### src/rtl/i2c_master.sv
// Single-master I2C register write/read engine. Every bus slot (START, bit, RSTART, STOP)
// spans four Clk quarters; Scl is push-pull and SdaOe pulls SDA low when set.
module i2c_master #(
  parameter logic [6:0] DEV_ADDR = 7'h68
) (
  input  logic       Clk,
  input  logic       Reset,
  input  logic       Start,
  input  logic       Rw,
  input  logic [7:0] RegAddr,
  input  logic [7:0] WrData,
  output logic [7:0] RdData,
  output logic       Busy,
  output logic       Done,
  output logic       AckErr,
  output logic       Scl,
  output logic       SdaOe,
  input  logic       SdaIn
);

  typedef enum logic [3:0] {
    S_IDLE, S_START, S_TXBIT, S_RXACK, S_RSTART, S_RXBIT, S_TXNACK, S_STOP, S_DONE
  } state_e;

  state_e     state_q, state_d;
  logic [1:0] q_q, q_d;
  logic [2:0] bit_q, bit_d;
  logic [1:0] byte_q, byte_d;
  logic       rw_q, rw_d;
  logic [7:0] reg_q, reg_d;
  logic [7:0] wr_q, wr_d;
  logic [7:0] rx_q, rx_d;
  logic [7:0] rd_q, rd_d;
  logic       ack_err_q, ack_err_d;
  logic [7:0] tx_byte;
  logic       slot_end;

  // Byte 2 is the write data for a write, or the read-direction address after RSTART.
  always_comb begin
    unique case (byte_q)
      2'd0:    tx_byte = {DEV_ADDR, 1'b0};
      2'd1:    tx_byte = reg_q;
      default: tx_byte = rw_q ? {DEV_ADDR, 1'b1} : wr_q;
    endcase
  end

  assign slot_end = (q_q == 2'd3);

  // NOTE: every output and next-state value gets a default before the case so no path
  // leaves a variable unassigned, which would otherwise infer a latch.
  always_comb begin
    state_d   = state_q;
    q_d       = q_q;
    bit_d     = bit_q;
    byte_d    = byte_q;
    rw_d      = rw_q;
    reg_d     = reg_q;
    wr_d      = wr_q;
    rx_d      = rx_q;
    rd_d      = rd_q;
    ack_err_d = ack_err_q;
    Scl       = q_q[1];
    SdaOe     = 1'b0;

    if (state_q != S_IDLE && state_q != S_DONE) q_d = q_q + 2'd1;

    unique case (state_q)
      S_IDLE: begin
        Scl = 1'b1;
        q_d = 2'd0;
        if (Start) begin
          state_d   = S_START;
          rw_d      = Rw;
          reg_d     = RegAddr;
          wr_d      = WrData;
          ack_err_d = 1'b0;
          byte_d    = 2'd0;
          bit_d     = 3'd7;
        end
      end
      S_START: begin
        Scl   = 1'b1;
        SdaOe = q_q[1];
        if (slot_end) begin
          state_d = S_TXBIT;
          bit_d   = 3'd7;
        end
      end
      S_TXBIT: begin
        SdaOe = ~tx_byte[bit_q];
        if (slot_end) begin
          if (bit_q == 3'd0) state_d = S_RXACK;
          else               bit_d   = bit_q - 3'd1;
        end
      end
      S_RXACK: begin
        if (q_q == 2'd2 && SdaIn) ack_err_d = 1'b1;
        if (slot_end) begin
          bit_d = 3'd7;
          // ack_err_q already reflects this slot's q2 sample by q3.
          if (ack_err_q) begin
            state_d = S_STOP;
          end else begin
            unique case (byte_q)
              2'd0: begin
                state_d = S_TXBIT;
                byte_d  = 2'd1;
              end
              2'd1: begin
                state_d = rw_q ? S_RSTART : S_TXBIT;
                byte_d  = 2'd2;
              end
              default: state_d = rw_q ? S_RXBIT : S_STOP;
            endcase
          end
        end
      end
      S_RSTART: begin
        SdaOe = (q_q == 2'd3);
        if (slot_end) begin
          state_d = S_TXBIT;
          bit_d   = 3'd7;
        end
      end
      S_RXBIT: begin
        if (q_q == 2'd2) rx_d = {rx_q[6:0], SdaIn};
        if (slot_end) begin
          if (bit_q == 3'd0) state_d = S_TXNACK;
          else               bit_d   = bit_q - 3'd1;
        end
      end
      S_TXNACK: begin
        if (slot_end) state_d = S_STOP;
      end
      S_STOP: begin
        SdaOe  = (q_q != 2'd3);
        byte_d = 2'd0;
        if (slot_end) begin
          state_d = S_DONE;
          if (rw_q && !ack_err_q) rd_d = rx_q;
        end
      end
      S_DONE: begin
        Scl     = 1'b1;
        q_d     = 2'd0;
        state_d = S_IDLE;
      end
      default: state_d = S_IDLE;
    endcase
  end

  // NOTE: state registers use non-blocking assignments so every flop samples the values
  // from before the edge, independent of statement order.
  always_ff @(posedge Clk or negedge Reset) begin
    if (!Reset) begin
      state_q   <= S_IDLE;
      q_q       <= 2'd0;
      bit_q     <= 3'd7;
      byte_q    <= 2'd0;
      rw_q      <= 1'b0;
      reg_q     <= 8'h00;
      wr_q      <= 8'h00;
      rx_q      <= 8'h00;
      rd_q      <= 8'h00;
      ack_err_q <= 1'b0;
    end else begin
      state_q   <= state_d;
      q_q       <= q_d;
      bit_q     <= bit_d;
      byte_q    <= byte_d;
      rw_q      <= rw_d;
      reg_q     <= reg_d;
      wr_q      <= wr_d;
      rx_q      <= rx_d;
      rd_q      <= rd_d;
      ack_err_q <= ack_err_d;
    end
  end

  assign Busy   = (state_q != S_IDLE) && (state_q != S_DONE);
  assign Done   = (state_q == S_DONE);
  assign AckErr = ack_err_q;
  assign RdData = rd_q;

endmodule

### config.mk
export PLATFORM = sky130hd
export DESIGN_NAME = i2c_master
export DESIGN_NICKNAME = d
export VERILOG_FILES = /design/src/rtl/i2c_master.sv
export SDC_FILE = /design/constraint.sdc
export NUM_CORES = 1
export LEC_CHECK = 0
export BUFFER_PORTS_ARGS = -buffer_cell sky130_fd_sc_hd__buf_2
export CORE_MARGIN = 8
export CORE_UTILIZATION = 53
export CTS_BUF_LIST = sky130_fd_sc_hd__clkbuf_8
export DETAILED_ROUTE_END_ITERATION = 10
export HOLD_SLACK_MARGIN = 0.12
export PLACE_DENSITY = 0.78
export SETUP_SLACK_MARGIN = 0.15
export SYNTH_ARGS = -nofsm -noshare
export SYNTH_HDL_FRONTEND = slang
export SYNTH_SLANG_ARGS = --single-unit
### constraint.sdc
create_clock -name Clk -period 1.9 [get_ports Clk]
set_clock_uncertainty 0.1 [all_clocks]
set_input_delay 0.19 -clock Clk [delete_from_list [all_inputs] [get_ports Clk]]
set_output_delay 0.19 -clock Clk [all_outputs]
set_load 0.01 [all_outputs]
==> results_dict.tcl <==
set metrics [dict create \
    cts_root_buffer "clkbuf_8" \
    slew_headroom_pct 62.80 \
    start_kind "register" \
    peakVddDrop_v 0.0006987 \
    dp_hpwl_mm 3.791 \
    synth_most_common_cell "dfrtp_1" \
    worstHoldStart "Start" \
    crit_path_end_kind "output port" \
    coreArea_um2 4294 \
    drive_gt1_share_pct 49.11 \
    pre_cts_ws_ps -12.06 \
    gp_congestion 0.8889 \
    drc 0 \
    muxShareOfSynthArea_pct 20.44 \
    synth.largest_area_cell "dfrtp_1" \
    yosys.area_share.simple_pct 14.54 \
    rr_worst_depth 6 \
    hp-class "in2reg" \
    register_area_um2 1135 \
    cts_buffer_depth 2 \
    fin_nets 305 \
    ys.warnings.count 0 \
    synth_top_family_by_area "multiplexers" \
    clkTransAtPathRegs_ps 90 \
    postRouteWirelength_mm 6.221 \
    die-area_um2 6779 \
    initial_core_util_pct 54.31 \
    timing.hold.ws_ps 282.4 \
    vias_per_cell 5.841 \
    overflow 0 \
    synthTopCellsByArea "dfrtp_1 (45%), mux2_2 (9.7%), mux2_4 (5.2%), mux2_1 (4.3%), dfstp_2 (3.4%)" \
    wl_per_cell_um 18.68 \
    rows 24 \
    dr.pass1.iters 4 \
    ys.flop_type "dfrtp_1" \
    worstMarginPinSlew_ps 558.1 \
    synth_compound_area_share_pct 11.11 \
    tritoncts "yes" \
    critPathMaxFanout 4 \
    drv_slew 0 \
    die_x_um 82.34 \
    initialDrtViolationCount 189 \
    startpoint "bit_q[0]" \
    max_cap_violations 0 \
    grtUsageTotal_pct 17.64 \
    clk_latency_ps 300 \
    finalCritPeriodShare_pct 118.2 \
    synth_edf_count 0 \
    synth_xor_area_share_pct 0 \
    powerDensity_nw_per_um2 1383 \
    clock.fmax_ghz 0.4452 \
    cts_sinks 45 \
    synthToLayoutAreaGrowth_pct 40.02 \
    port_buffers 33 \
    status "complete, but fails checks" \
    arrival_ps 1960 \
    avgSynthCellArea_um2 11.72 \
    final_util_pct 76.05 \
    finalHoldViolations 0 \
    h-tree-depth 2 \
    rsz0062_at_grt "true" \
    synthAdderAreaFrac_pct 2.146 \
    r2r_end "state_q[0]" \
    synth.top_cell.area_share_pct 45.06 \
    fillers 261 \
    synth.ff_latch_count 45 \
    drtAntennaViolNets 0 \
    synth_fp_nets 224 \
    seq_area_frac_synth_pct 48.44 \
    p_leak_nw 1.535 \
    io_pins 34 \
    grt_pass1_vias 1880 \
    grt_max_degree 46 \
    async_reset_ff_share_pct 100.0 \
    grt_first_pass_wirelength_mm 9.128 \
    diodes 0 \
    multi_input_area_um2 1313 \
    synth_cells 199 \
    fp.dieH_um 82.34 \
    fin_crit_ps 2246 \
    r2r_setup_slack_ps -50 \
    setup_ws_ps -346.3 \
    violations "setup timing" \
    ys_types 50 \
    worstSetupPathType "reg2out" \
    reg2reg_from "state_q[0]" \
    cts_buffers 5 \
    setup_violations 3 \
    cp.required_ps 1610 \
    setup.worst_path.end "SdaOe" \
    synth_top_cells_by_count "dfrtp_1 (42), mux2_2 (20), nor2_1 (15), mux2_1 (9)" \
    antenna_found_initial 0 \
    synth_area_um2 2332 \
    num_vias 1945 \
]
[placed cells by master (no fill, tap or decap), drive strengths merged, types with 2 or more instances in the layout]
master       count
nor4             2
o21ai            4
nand2b           4
ha               4
dlygate4sd3     19
nor3b            2
buf             64
nand2            6
clkbuf           5
a211oi           6
o211ai           3
mux2            37
dfrtp           42
a21oi            7
and3b            2
a21o             3
a32oi            2
nor2b            5
inv             11
a31oi            2
nand3b           4
nand3            2
nor2            15
mux2i            3
nor3             7
dfstp            3
[metal layers]
metal,share of wire [%],routed length (um),vias to the layer above,track usage [%]
met5,0,0,-,0
li1,-,-,885,-
met4,3.0,187,0,9.649
met1,39,2434,971,21.21
met3,5.1,318,21,4.113
met2,53,3281,68,28.58
[per-stage QoR]
step	TNS [ps]	instance area [um2]	instances	total power, mW
final	-440.8	3266	333	4.516
after global routing	-647.2	3266	333	4.775
after detailed placement	-16.74	2685	292	3.262
after CTS	-336.6	3063	322	4.068
after global placement	0	2685	292	3.193
after floorplan	0	2357	199	2.730
[worst min-delay path by stage]
stage | endpoint | depth (start not counted)
detailed placement | RdData[2] | 2
CTS | byte_q[0] | 4
floorplan | AckErr | 0
finish | byte_q[1] | 4
global route | byte_q[1] | 4
global placement | RdData[2] | 2
[sequential cells by signal (all words and copies together) (netlist names)]
name     count
AckErr       1
RdData       8
bit_q        3
byte_q       2
q_q          2
reg_q        8
rw_q         1
rx_q         8
state_q      4
wr_q         8
[where the power goes]
| group | internal, mW | total (mW) | switching (mW) | leakage, nW |
|---|---|---|---|---|
| combinational | 1.19 | 2.28 | 1.09 | 0.922 |
| clock | 0.250 | 0.572 | 0.323 | 0.0467 |
| sequential | 1.32 | 1.66 | 0.345 | 0.566 |
[layout make-up]
cell class                 instances  share of cell area [%]
clock buffer                       5                   2.107
clock inverter                     3                  0.4598
inverter                           9                   1.034
multi-input combinational        136                   40.19
sequential                        45                   34.75
tap                               52                   1.992
timing repair buffer              83                   19.46
[critical path: stages, from the launching register on]
cell and delay (ps):
dfstp_2 580, mux2_4 310, o211ai_1 180, o211ai_1 130
o32ai_2 280, buf_2 180
[what timing repair did]
item	in CTS	in global routing
endpoints found under the setup margin	25	29
pin swaps	8	9
endpoints found under the hold margin	61	0
setup buffers	3	11
gates resized for setup	18	28
hold buffers	19	0
[logic make-up after synthesis]
kind of cell | Yosys count
compound gates | 36
flops | 45
buf+inv | 18
mux | 40
fa+ha+maj | 4
simple gates | 56
Power figures use the tool's default switching activity.
